===== src/rtl/pc_sequencer.sv =====
// pc_sequencer: program-counter sequencer for a multi-cycle MIPS-like core.
//
// Each instruction takes one FETCH cycle (waiting for imem_ack) and at least
// one EXEC cycle. In EXEC the control inputs select the next pc. A jr to a
// misaligned target freezes the sequencer in HALT until reset.
//
// Ports:
//   clk          in   single clock, rising edge
//   rst_n        in   asynchronous active-low reset
//   ext_imm      in   [31:0] sign-extended branch immediate
//   jump_target  in   [25:0] j/jal target field
//   reg_target   in   [31:0] rs value for jr
//   branch       in   beq-class branch
//   alu_zero     in   ALU zero flag (branch taken when branch & alu_zero)
//   jump         in   j/jal
//   jr           in   jr
//   stall        in   hold pc in EXEC this cycle
//   imem_ack     in   instruction memory has the instruction for pc
//   pc           out  [31:0] current program counter
//   pc_plus4     out  [31:0] pc + 4 (combinational, jal link value)
//   imem_req     out  fetch request for address pc
//   instr_valid  out  instruction executing; controls sampled this cycle
//   halted       out  sticky misaligned-jr fault
//   state_dbg    out  [1:0] FSM state (0 FETCH, 1 EXEC, 2 HALT)
//
// Handshake: in FETCH imem_req is held high until a cycle with imem_ack=1;
// that cycle completes the fetch and the next cycle is EXEC. imem_ack seen in
// any other state has no effect.
module pc_sequencer #(
  parameter logic [31:0] RESET_PC = 32'h0000_0000
) (
  input  logic        clk,
  input  logic        rst_n,
  input  logic [31:0] ext_imm,
  input  logic [25:0] jump_target,
  input  logic [31:0] reg_target,
  input  logic        branch,
  input  logic        alu_zero,
  input  logic        jump,
  input  logic        jr,
  input  logic        stall,
  input  logic        imem_ack,
  output logic [31:0] pc,
  output logic [31:0] pc_plus4,
  output logic        imem_req,
  output logic        instr_valid,
  output logic        halted,
  output logic [1:0]  state_dbg
);

  typedef enum logic [1:0] {
    FETCH = 2'd0,
    EXEC  = 2'd1,
    HALT  = 2'd2
  } state_t;

  state_t      state;
  logic [31:0] next_pc;
  logic        jr_misaligned;

  assign pc_plus4  = pc + 32'd4;
  assign state_dbg = state;

  assign jr_misaligned = jr && (reg_target[1:0] != 2'b00);

  // jr beats jump beats taken branch beats fall-through; all adds wrap.
  always_comb begin
    next_pc = pc_plus4;
    if (jr) begin
      next_pc = reg_target;
    end else if (jump) begin
      next_pc = {pc_plus4[31:28], jump_target, 2'b00};
    end else if (branch && alu_zero) begin
      next_pc = pc_plus4 + {ext_imm[29:0], 2'b00};
    end
  end

  // imem_req / instr_valid / halted are registered alongside the state so
  // they always match it; the reset value of imem_req reflects FETCH.
  always_ff @(posedge clk or negedge rst_n) begin
    if (!rst_n) begin
      state       <= FETCH;
      pc          <= RESET_PC;
      imem_req    <= 1'b1;
      instr_valid <= 1'b0;
      halted      <= 1'b0;
    end else begin
      case (state)
        FETCH: begin
          if (imem_ack) begin
            state       <= EXEC;
            imem_req    <= 1'b0;
            instr_valid <= 1'b1;
          end
        end
        EXEC: begin
          if (!stall) begin
            if (jr_misaligned) begin
              // pc stays on the faulting instruction for inspection.
              state       <= HALT;
              instr_valid <= 1'b0;
              halted      <= 1'b1;
            end else begin
              pc          <= next_pc;
              state       <= FETCH;
              imem_req    <= 1'b1;
              instr_valid <= 1'b0;
            end
          end
        end
        HALT: begin
          imem_req    <= 1'b0;
          instr_valid <= 1'b0;
          halted      <= 1'b1;
        end
        default: begin
          state       <= HALT;
          imem_req    <= 1'b0;
          instr_valid <= 1'b0;
          halted      <= 1'b1;
        end
      endcase
    end
  end

endmodule


===== config.mk =====
export PLATFORM = sky130hd
export DESIGN_NAME = pc_sequencer
export DESIGN_NICKNAME = d
export VERILOG_FILES = /design/src/rtl/pc_sequencer.sv
export SDC_FILE = /design/constraint.sdc
export NUM_CORES = 1
export LEC_CHECK = 0
export BUFFER_PORTS_ARGS = -buffer_cell sky130_fd_sc_hd__buf_2
export CORE_MARGIN = 1.5
export CORE_UTILIZATION = 54
export DETAILED_ROUTE_END_ITERATION = 8
export PLACE_DENSITY = 0.88
export SETUP_SLACK_MARGIN = 0.1
export SYNTH_ARGS = -nofsm -noshare
export SYNTH_HDL_FRONTEND = slang
export SYNTH_SLANG_ARGS = --single-unit

===== constraint.sdc =====
create_clock -name clk -period 5.1 [get_ports clk]
set_input_delay 1.02 -clock clk [delete_from_list [all_inputs] [get_ports clk]]
set_output_delay 1.02 -clock clk [all_outputs]
set_load 0.005 [all_outputs]

== After elaboration in Yosys (flattened, before gate mapping) ==
Cells that the tools add are included.

* Flip-flop bits (word level): 37
* Logic and storage cells: 43

* Add/subtract/negate cells: 2
* Equality and inequality tests: 6
* Mux-type cells: 17
* Bitwise operators: 4
* Reduce and logical (&&, ||, !) cells: 9

{| class="wikitable"
|+ Operators with widths
! operator !! count
|-
| two-way mux 32 bit || 3
|-
| adder 32 x 3 -> 32 bit, second input constant || 1
|-
| adder 32 bit || 1
|-
| AND reduction 3 bit || 4
|-
| inequality test 2 bit, second input constant || 4
|-
| two-way mux 1 bit || 7
|-
| two-way mux 2 bit || 3
|-
| case mux 1 bit (2 select lines) || 3
|-
| case mux 2 bit (3 select lines) || 1
|-
| NOT 1 bit || 4
|-
| equality test 2 x 1 -> 1 bit, second input constant || 1
|-
| equality test 2 bit, second input constant || 1
|-
| logical AND 1 bit || 2
|-
| zero test 2 bit || 1
|-
| AND reduction 2 bit || 1
|-
| nonzero test 2 bit || 1
|}

== Longest topological paths before layout ==
Gate-level depths: netlist (run 1).

* Depth after elaboration: 5
* Mapped depth: 16

== Worst setup path after synthesis (run 1) ==
Ideal clock, no wire load.

* Path kind: flip-flop to flip-flop
* From: register pc[4]
* To: register pc[20]
* Arrival: 3.555 ns
* Data required time: 5.024 ns
* Path slack: 1.468 ns
* Cell stages (with the launch flop): 16
* Path buffers: 1
* Clock period less this slack: 3.632 ns
* Cell sequence: dfrtp_1 > and4_1 > and4_1 > clkbuf_1 > nand2_1 > xnor2_1 > ha_1 > a31o_1 > a2111oi_4 > o21ai_2 > a32o_1 > or3_1 > a31o_1 > a311oi_1 > a21oi_1 > o21ai_1

* Cells in the longest elaborated chain, start to end: 5

{| class="wikitable"
|+ RTL lines
! what !! RTL line !! text
|-
| from (decl) || 43 || <nowiki>output logic [31:0] pc,</nowiki>
|-
| from (signal assigned) || 104 || <nowiki>pc <= next_pc;</nowiki>
|-
| adder 32 x 3 -> 32 bit || 61 || <nowiki>assign pc_plus4 = pc + 32'd4;</nowiki>
|-
| net pc_plus4[13] || 44 || <nowiki>output logic [31:0] pc_plus4,</nowiki>
|-
| adder 32 bit || 74 || <nowiki>next_pc = pc_plus4 + {ext_imm[29:0], 2'b00};</nowiki>
|-
| two-way mux 32 bit || 73 || <nowiki>end else if (branch && alu_zero) begin</nowiki>
|-
| two-way mux 32 bit || 71 || <nowiki>end else if (jump) begin</nowiki>
|-
| two-way mux 32 bit || 69 || <nowiki>if (jr) begin</nowiki>
|}

The timed path passes the listed nets, and every way through them passes these cells.
A chain may end at the register's enable or synchronous reset.

== Final worst setup path (run 1) ==
* From: register pc[2]
* To: register pc[31]

* Cells in the longest elaborated chain, start to end: 5

{| class="wikitable"
|+ RTL lines
! what !! RTL line
|-
| adder 32 x 3 -> 32 bit * || 61
|-
| adder 32 bit || 74
|-
| two-way mux 32 bit || 73
|-
| two-way mux 32 bit * || 71
|-
| two-way mux 32 bit * || 69
|}

Mark *: on every way between the ends. The rest lies on a longest branch, timed or not.

==> results.py, run 1 <==
metrics = {
    "run_status": {
        "status": "completed",
    },
    "timing": {
        "report.final.setup_viol": 0,
        "fin_setup_tns_ps": 0,
        "fmax_mhz": 235,
        "finalWorstPathRequiredPeriod_ps": 4260,
        "final-hold-violation-count": 0,
        "final.period_utilization_pct": 83.5,
        "slew_headroom_pct": 36.6,
        "final_max_slew_viol_count": 0,
        "clock_skews_ps": 8.60,
        "timing.hold.ws_ps": 474,
        "grt_setup_unrepaired": "no",
        "timing_worst_slew_pin_value_ps": 952,
    },
    "cts": {
        "path_clk_slew_ps": 90,
        "clock_tree_root": "clkbuf_8",
        "tritoncts": "built",
        "number_of_buffers_inserted_by_post_cts_setup_repair": 0,
        "insertion_delay_ps": 300,
        "tritoncts_num_sinks": 37,
        "cts.path.max_buffers": 2,
        "cts-resized-gates": 0,
        "cts-buffers-inserted": 5,
        "cts_hold_buf": 0,
        "htree_levels": 2,
    },
    "hold_path": {
        "hold_path.class": "flip-flop to flip-flop",
        "hold_path_depth": 1,
        "holdPathEnd": "halted",
        "worstHoldStart": "halted",
    },
    "logic_synthesis": {
        "synth-edff-count": 0,
        "postSynthRegisterBits": 37,
        "async_flop_share_pct": 100,
        "synthesis.nets": 696,
        "post-synth-top-area-fraction_pct": 21.3,
        "seq_area_frac_synth_pct": 21.9,
        "synthDistinctLibCells": 62,
        "synth.avg_cell_area_um2": 7.54,
        "synthesis.instances": 561,
        "synth.cell_area_um2": 4230,
        "synth_top_cells_by_area": "dfrtp_1 21%, ha_1 11%, a21oi_1 6.4%",
        "synth_area_leader_cell": "dfrtp_1",
        "synth_top_flop_cell": "dfrtp_1",
        "yosys_warnings": 0,
    },
    "global_routing": {
        "grt_first_pass_wirelength_um": 22700,
        "first_global_vias": 4728,
        "grt_remaining_overflow": 0,
        "grt_start_max_net_pins": 38,
        "grt.total_usage_pct": 33.5,
        "grt_antenna_before_repair": 0,
    },
    "pwr": {
        "leakagePower_nw": 2.59,
        "max-vdd-ir-drop_mv": 0.257,
        "power_density_nw_per_um2": 535,
    },
    "setup_path": {
        "startpoint_type": "flip-flop",
        "rr_endpoint": "pc[31]",
        "worst_ep_required_ps": 5310,
        "reg2reg_from": "pc[2]",
        "timing.reg2reg.worst_path_depth": 16,
        "timing.reg2reg.setup_slack_ps": 840,
        "worstPathMaxFanout": 8,
        "setup.worst_path.class": "flip-flop to flip-flop",
        "end_kind": "flip-flop",
        "cp.arrival_ps": 4460,
    },
    "die": {
        "coreArea_um2": 7650,
        "floorplan.initialDensity_pct": 55.3,
        "die_height_um": 91.5,
        "chip_width_um": 91.5,
        "io-pin-count": 167,
        "area_enclosed_by_the_die_boundary_um2": 8370,
        "row_count": 32,
    },
    "route": {
        "drt.antenna.violating_nets": 0,
        "detail_route.vias_per_cell": 6.16,
        "total_drc_errors_in_the_routed_layout": 0,
        "drt-wirelength-per-cell_um": 17.7,
        "detail_route.first_pass.iterations": 5,
        "detail_route.iter0.violations": 426,
        "finalWirelength_um": 14400,
        "dr_total_vias": 5012,
    },
    "layout": {
        "final_layout_size_suffix_gt1_share_pct": 26.3,
        "finalNetCount": 845,
        "insertedDiodeCount": 0,
        "layout.cells.most_common_list": "164 x buf_2, 65 x nand2_1, 54 x nor2_1, 54 x a21oi_1, 40 x o21ai_0",
        "final_common_cell": "buf_2",
        "finish.utilization_pct": 67.9,
        "area_growth_pct": 22.7,
    },
    "placement": {
        "dp_hpwl_um": 10900,
        "placement.io_buffers": 164,
        "globalplace.congestion": 1.02,
    },
    "run": {
        "total_of_max_cap_violations": 0,
    },
}
==> kinds of logic (layout without fill, tap and decap cells) <==
kind of cell,after synthesis,in the layout,synth area share [%]
simple gates,206,206,23.0
compound gates,191,191,29.2
xor+xnor,47,47,9.73
buf+inv,38,188,3.79
fa+ha+maj,37,37,11.1
flops,37,37,21.9
mux,5,5,1.21
==> worst max-delay path, cell delays in order, from the launching register on <==
cell and delay, ps:
dfrtp_1 460, ha_1 290, and3_1 330, nand4_1 440, nor2_1 250, xor2_1 250
ha_1 360, a21o_1 190, a21o_1 170, a221oi_1 350, or2_2 170, o31ai_1 60
buf_4 160, o21ai_1 190, xnor2_1 100, and3_1 180, o31ai_1 210
==> synth_stat cells (4+ instances only) <==
library cell,n
a211oi_1,6
a21o_1,16
a21oi_1,54
a221oi_1,5
a31oi_1,6
and3_1,15
and4_1,4
clkbuf_1,20
dfrtp_1,36
ha_1,36
inv_1,11
mux2i_1,4
nand2_1,65
nand2b_1,5
nand3_1,25
nand4_1,8
nor2_1,54
nor3_1,10
o211ai_1,9
o21a_1,8
o21ai_0,40
o21bai_1,5
o22ai_1,10
o31ai_1,6
xnor2_1,23
xor2_1,24
==> routing by layer <==
metal | global-route usage, % | vias to the layer above | part of all wire, %
li1 | - | 2362 | -
met1 | 41.8 | 2306 | 40
met2 | 56.6 | 293 | 47
met3 | 7.04 | 51 | 9.8
met4 | 12.6 | 0 | 3.2
met5 | 0 | - | 0
==> sequential cells by signal, indices dropped and copies added (netlist names) <==
register / count
imem_req: 1
instr_valid: 1
pc: 32
halted: 1
state_dbg: 2
==> power breakdown <==
part           total, mW  switching, mW  internal [mW]
clock              0.229          0.130         0.0990
sequential         0.608          0.190          0.418
combinational       1.94           1.07          0.869
==> worst max-delay path by stage <==
stage	startpoint	endpoint	slack, ps	depth (start not counted)
after global placement	pc[3]	pc[31]	990	16
after global routing	pc[3]	pc[31]	450	16
after floorplan	pc[4]	pc[20]	1470	15
final	pc[2]	pc[31]	840	16
after CTS	pc[3]	pc[31]	900	16
after detailed placement	pc[3]	pc[31]	900	16
==> through the flow <==
stage               instance area, um^2  worst slack (ps)  total power [mW]  std cells
global route                       5190               454              3.00        813
finish                             5190               841              2.78        813
global placement                   5100               994              2.46        805
detailed placement                 5100               899              2.51        805
CTS                                5190               900              2.75        813
floorplan                          4230              1470              1.90        561
==> area by class of cell <==
type	instances	area (um^2)
clock buffer	5	68.8
fill	672	2460
timing repair buffer	169	858
sequential	37	927
tap	102	128
clock inverter	3	25.0
inverter	11	41.3
multi-input combinational	486	3140
No activity file was read; power rests on OpenSTA's default activity.
==> inputs of run 2 (changes only) <==
--- a/config.mk
+++ b/config.mk
@@ -5,11 +5,12 @@
 export SDC_FILE = /design/constraint.sdc
 export NUM_CORES = 1
 export LEC_CHECK = 0
+export ABC_AREA = 1
 export BUFFER_PORTS_ARGS = -buffer_cell sky130_fd_sc_hd__buf_2
 export CORE_MARGIN = 1.5
-export CORE_UTILIZATION = 54
+export CORE_UTILIZATION = 48
 export DETAILED_ROUTE_END_ITERATION = 8
-export PLACE_DENSITY = 0.88
+export PLACE_DENSITY = 0.79
 export SETUP_SLACK_MARGIN = 0.1
 export SYNTH_ARGS = -nofsm -noshare
 export SYNTH_HDL_FRONTEND = slang
==> constraint.sdc (replaced) <==
create_clock -name clk -period 3.9 [get_ports clk]
set_input_delay 0.78 -clock clk [delete_from_list [all_inputs] [get_ports clk]]
set_output_delay 0.78 -clock clk [all_outputs]
set_load 0.005 [all_outputs]
==> run 2 against run 1 <==
Net effect:
- global-route usage fell by 0.66 points
- power rose by 55%
- combinational power rose by 65%
- routed wire length rose by 33%
- clock skew fell by 2.7 ps
- first-iteration DRC count rose by 11%
- hold slack got worse by 2.4 ps
- critical path depth rose by 3
- largest cell class unchanged
- highest routed layer unchanged
==> results.py, run 2 <==
metrics = {
    "die": {
        "area_enclosed_by_the_die_boundary_um2": 11900,
        "io-pin-count": 167,
        "die_height_um": 109,
        "floorplan.initialDensity_pct": 49.6,
        "coreArea_um2": 10900,
        "chip_width_um": 109,
        "row_count": 38,
    },
    "layout": {
        "final_common_cell": "nand2_1",
        "finish.utilization_pct": 59.6,
        "layout.cells.most_common_list": "355 x nand2_1, 164 x buf_2, 162 x inv_1",
        "insertedDiodeCount": 0,
        "finalNetCount": 1299,
        "largest_reg_flops": 32,
        "largest-register": "pc",
        "fillCellCount": 1172,
        "final_layout_size_suffix_gt1_share_pct": 17.3,
        "area_growth_pct": 20.2,
    },
    "hold_path": {
        "hold_path.class": "flip-flop to flip-flop",
        "hold_path_depth": 2,
    },
    "cts": {
        "tritoncts_num_sinks": 37,
        "number_of_buffers_inserted_by_post_cts_setup_repair": 0,
        "clock_tree_root": "clkbuf_8",
        "tritoncts": "built",
        "cts-buffers-inserted": 5,
        "insertion_delay_ps": 290,
        "cts.path.max_buffers": 2,
        "cts_hold_buf": 0,
        "cts-resized-gates": 0,
        "htree_levels": 2,
        "path_clk_slew_ps": 80,
    },
    "timing": {
        "timing_worst_slew_pin_value_ps": 817,
        "timing.hold.ws_ps": 472,
        "final.period_utilization_pct": 86.9,
        "fin_setup_tns_ps": 0,
        "fmax_mhz": 295,
        "slew_headroom_pct": 45.5,
        "clock_skews_ps": 5.90,
        "setup_slack_ps": 512,
        "final-hold-violation-count": 0,
        "grt_setup_unrepaired": "no",
        "report.final.setup_viol": 0,
        "finalWorstPathRequiredPeriod_ps": 3390,
        "final_max_slew_viol_count": 0,
    },
    "route": {
        "detail_route.first_pass.iterations": 5,
        "detail_route.iter0.violations": 472,
        "detail_route.vias_per_cell": 5.23,
        "dr_total_vias": 6829,
        "total_drc_errors_in_the_routed_layout": 0,
        "drt-wirelength-per-cell_um": 14.7,
        "finalWirelength_um": 19200,
        "drt.antenna.violating_nets": 0,
    },
    "run_status": {
        "status": "completed",
    },
    "logic_synthesis": {
        "synthDistinctLibCells": 38,
        "seq_area_frac_synth_pct": 17.2,
        "synthesis.nets": 1137,
        "yosys_warnings": 0,
        "synth-edff-count": 0,
        "synthesis.instances": 1002,
        "synth.avg_cell_area_um2": 5.39,
        "async_flop_share_pct": 100,
        "synth_top_flop_cell": "dfrtp_1",
        "postSynthRegisterBits": 37,
        "commonest_cells_in_the_synthesized_netlist": "355 x nand2_1, 162 x inv_1, 137 x nor2_1",
        "synth_top_cells_by_area": "nand2_1 25%, dfrtp_1 17%, inv_1 11%",
        "synth_area_leader_cell": "nand2_1",
        "synth.cell_area_um2": 5400,
        "post-synth-top-area-fraction_pct": 24.7,
        "synth_most_common_cell": "nand2_1",
    },
    "placement": {
        "detailedPlace.worstSlack_ps": 659,
        "placement.io_buffers": 164,
        "globalplace.congestion": 0.975,
        "dp_hpwl_um": 16100,
    },
    "global_routing": {
        "grt_antenna_before_repair": 0,
        "first_global_vias": 6156,
        "grt.total_usage_pct": 32.9,
        "grt_remaining_overflow": 0,
        "grt_first_pass_wirelength_um": 29800,
        "grt_start_max_net_pins": 38,
    },
    "pwr": {
        "power.share.sequential_pct": 18.8,
        "switching_power_mw": 2.45,
        "clockPowerShare_pct": 6.9,
        "power_switching_share_pct": 56.9,
        "p_comb_share_pct": 74.3,
        "power.internal_mw": 1.86,
        "max-vdd-ir-drop_mv": 0.455,
        "power_density_nw_per_um2": 663,
        "leakagePower_nw": 3.91,
    },
    "setup_path": {
        "startpoint_type": "flip-flop",
        "cp_cell_sequence": "ha_1 > inv_1 > nor2_2 > buf_4 > nand3_1 > nand2_1 > inv_1 > ha_1 > nand2_1 > inv_1 > nand2_1 > nor3_1 > nand3_1 > nand2_1 > nand2_1 > nand3_1 > nand2_1 > nand2_1 > nand2_1",
        "cp.arrival_ps": 3580,
        "critPathSlowestCell": "dfrtp_1",
        "worst_ep_required_ps": 4090,
        "worstPathMaxFanout": 5,
        "setup.worst_path.class": "flip-flop to flip-flop",
        "timing.critical_path.slowest_cell_delay_ps": 410,
        "crit_path_frequent_cell": "nand2_1",
        "end_kind": "flip-flop",
        "timing.reg2reg.setup_slack_ps": 510,
        "timing.reg2reg.worst_path_depth": 19,
    },
    "run": {
        "total_of_max_cap_violations": 0,
    },
}
run 2: cell types whose count changed after synthesis, sizes merged, moves of 7 or more:
cell,delta
and3,-15
nand3,+43
clkbuf,-8
xor2,-16
nor2,+88
inv,+152
nand2,+294
a21o,-11
o22ai,-7
xnor2,-19
run 2: metal layers:
metal	vias up	GRT usage [%]	wire (um)
met5	-	0	0
met1	3038	43.9	8510
met3	50	2.75	1350
met2	281	54.7	8570
li1	3460	-	-
met4	0	13.0	731
run 2: power groups by stage:
stage	registers (mW)	clock network (mW)	logic, mW
3_5_place_dp	0.802	0	3.13
3_3_place_gp	0.801	0	3.09
4_1_cts	0.798	0.301	3.14
2_1_floorplan	0.769	0	2.06
5_1_grt	0.835	0.318	3.60
6_report	0.809	0.298	3.20
run 2: cells by family (layout without fill, tap and decap cells):
group	after synthesis	in the layout	share of synthesized area, %
flops	37	37	17.2
simple gates	605	605	45.9
xor+xnor	12	12	2.09
fa+ha+maj	37	37	8.72
buf+inv	184	347	13.1
compound gates	127	127	13.1
run 2: worst paths after layout:
check,startpoint,to
hold / removal,imem_req,imem_req
hold reg to reg,imem_req,imem_req
setup reg to reg,pc[3],pc[30]
min in group asynchronous,rst_n,state_dbg[0]
max in group asynchronous,rst_n,pc[0]
setup / recovery,pc[3],pc[30]
run 2: cell type report:
class	count	area, um^2	area share (%)
clock inverter	1	5.00	0.0771
inverter	165	619	9.54
timing repair buffer	174	896	13.8
clock buffer	7	96.3	1.48
tap	140	175	2.70
multi-input combinational	781	3770	58.1
sequential	37	927	14.3
run 2: worst max-delay path, delay by kind of cell, from the launching register on:
kind / cells / cell delay (ps)
AND/OR/NAND/NOR: 13 / 1760
adder cells (fa/ha/maj): 2 / 680
buffers and inverters: 4 / 430
flip-flops: 1 / 410
run 2: per-stage QoR:
stage	total power, mW	std cells	instance area, um^2
4_1_cts	4.24	1305	6490
3_5_place_dp	3.93	1297	6390
2_1_floorplan	2.83	1002	5400
3_3_place_gp	3.89	1297	6390
6_report	4.30	1305	6490
5_1_grt	4.75	1305	6490
==> inputs of run 3 (changes only) <==
--- a/config.mk
+++ b/config.mk
@@ -10,7 +10,7 @@
 export CORE_MARGIN = 1.5
 export CORE_UTILIZATION = 48
 export DETAILED_ROUTE_END_ITERATION = 8
-export PLACE_DENSITY = 0.79
+export PLACE_DENSITY_LB_ADDON = 0.2
 export SETUP_SLACK_MARGIN = 0.1
 export SYNTH_ARGS = -nofsm -noshare
 export SYNTH_HDL_FRONTEND = slang
==> run 3 against run 2 <==
Net effect:
- register-to-register slack barely moved
- die area did not move
- sequential power barely moved
- largest power group unchanged
- highest routed layer unchanged
==> results.py, run 3 (synthesized netlist as in run 2, its figures left out) <==
metrics = {
    "global_routing": {
        "first_global_vias": 6228,
        "grt.total_usage_pct": 32.5,
        "grt_antenna_before_repair": 1,
        "grt_remaining_overflow": 0,
        "grt_first_pass_wirelength_um": 29700,
        "grt_start_max_net_pins": 45,
    },
    "pwr": {
        "power.share.sequential_pct": 18.9,
        "leakagePower_nw": 3.90,
        "power.internal_mw": 1.85,
        "p_comb_share_pct": 74.1,
        "switching_power_mw": 2.42,
        "max-vdd-ir-drop_mv": 0.474,
        "power_density_nw_per_um2": 659,
        "power_switching_share_pct": 56.7,
        "clockPowerShare_pct": 6.9,
        "fin_total_pwr_mw": 4.27,
    },
    "timing": {
        "clock_skews_ps": 4.91,
        "fmax_mhz": 296,
        "report.final.setup_viol": 0,
        "timing_worst_slew_pin_value_ps": 785,
        "final_max_slew_viol_count": 0,
        "final.period_utilization_pct": 86.5,
        "grt_setup_unrepaired": "no",
        "final-hold-violation-count": 0,
        "timing.hold.ws_ps": 474,
        "slew_headroom_pct": 47.7,
        "finalWorstPathRequiredPeriod_ps": 3370,
        "fin_setup_tns_ps": 0,
    },
    "route": {
        "finalWirelength_um": 18800,
        "total_drc_errors_in_the_routed_layout": 0,
        "drt-wirelength-per-cell_um": 14.4,
        "detail_route.first_pass.iterations": 5,
        "dr_total_vias": 6735,
        "detail_route.vias_per_cell": 5.16,
        "detail_route.iter0.violations": 484,
        "drt.antenna.violating_nets": 0,
    },
    "placement": {
        "dp_hpwl_um": 16000,
        "placement.io_buffers": 164,
        "globalplace.congestion": 0.932,
        "placed_cells_incl_taps": 1295,
    },
    "hold_path": {
        "hold_path.class": "flip-flop to flip-flop",
    },
    "cts": {
        "cts_hold_buf": 0,
        "clock_tree_root": "clkbuf_8",
        "cts.path.max_buffers": 2,
        "cts-buffers-inserted": 5,
        "htree_levels": 2,
        "tritoncts_num_sinks": 37,
        "number_of_buffers_inserted_by_post_cts_setup_repair": 0,
        "tritoncts": "built",
        "insertion_delay_ps": 290,
        "cts-resized-gates": 0,
        "path_clk_slew_ps": 70,
    },
    "layout": {
        "layout.cells.non_filler": 1304,
        "finalNetCount": 1297,
        "largest_reg_flops": 32,
        "finish.utilization_pct": 59.5,
        "layout.cells.most_common_list": "355 x nand2_1, 164 x buf_2, 162 x inv_1",
        "largest-register": "pc",
        "area_growth_pct": 20.0,
        "fillCellCount": 1180,
        "final_layout_size_suffix_gt1_share_pct": 17.2,
        "final_common_cell": "nand2_1",
    },
    "setup_path": {
        "startpoint_type": "flip-flop",
        "end_kind": "flip-flop",
        "setup.worst_path.class": "flip-flop to flip-flop",
        "worst_ep_required_ps": 4090,
        "timing.reg2reg.setup_slack_ps": 530,
        "cp.arrival_ps": 3560,
        "worstPathMaxFanout": 7,
    },
    "die": {
        "chip_width_um": 109,
        "area_enclosed_by_the_die_boundary_um2": 11900,
        "floorplan.initialDensity_pct": 49.6,
        "die_height_um": 109,
        "coreArea_um2": 10900,
        "io-pin-count": 167,
        "row_count": 38,
    },
    "run": {
        "total_of_max_cap_violations": 0,
    },
    "run_status": {
        "status": "completed",
    },
}
==> run 3: path summary, 6_finish.rpt <==
kind | startpoint | to | cells past startpoint
max | pc[2] | pc[20] | 20
min | imem_req | imem_req | 2
max reg2reg | pc[2] | pc[20] | 20
min reg2reg | imem_req | imem_req | 2
max in group asynchronous | rst_n | pc[12] | 1
min in group asynchronous | rst_n | instr_valid | 1
==> run 3: layout make-up <==
type / instances / area [um^2] / area share, %
clock buffers: 7 / 96.3 / 1.49
diodes: 1 / 2.50 / 0.0386
well taps: 140 / 175 / 2.70
repair buffers: 172 / 881 / 13.6
flip-flops and latches: 37 / 927 / 14.3
multi-input cells: 781 / 3770 / 58.2
inverters: 165 / 619 / 9.56
clock inverters: 1 / 5.00 / 0.0773
==> run 3: power by group through the flow <==
stage                     sequential (mW)  clock, mW  combinational [mW]
final                               0.809      0.295                3.17
after detailed placement            0.808          0                3.11
after floorplan                     0.769          0                2.06
after CTS                           0.803      0.301                3.12
after global placement              0.808          0                3.08
after global routing                0.838      0.319                3.59
==> run 3: worst max-delay path: stages, from the launching register on <==
cell,delay (ps)
dfrtp_1,350
buf_4,160
nand2_2,80
nor2_2,100
nand2_2,100
nor2_1,140
nand2_1,80
xor2_1,340
inv_1,100
ha_1,400
nand2_1,100
nor2_1,250
nand3_1,100
nand3_1,230
nand2_1,110
nand3_1,100
nand2_1,60
o21ai_0,190
nand2_1,130
nand2_1,90
nand2_1,50
==> run 3: routing by layer <==
metal,track usage (%),part of all wire (%),vias up
li1,-,-,3446
met1,43.1,44,3019
met2,55.2,46,232
met3,2.51,6.2,38
met4,11.4,3.1,0
met5,0,0,-
==> run 3: stage by stage <==
stage	cell area (um^2)	setup slack, ps
finish	6480	525
global route	6480	313
CTS	6470	614
detailed placement	6370	647
global placement	6370	726
floorplan	5400	1180
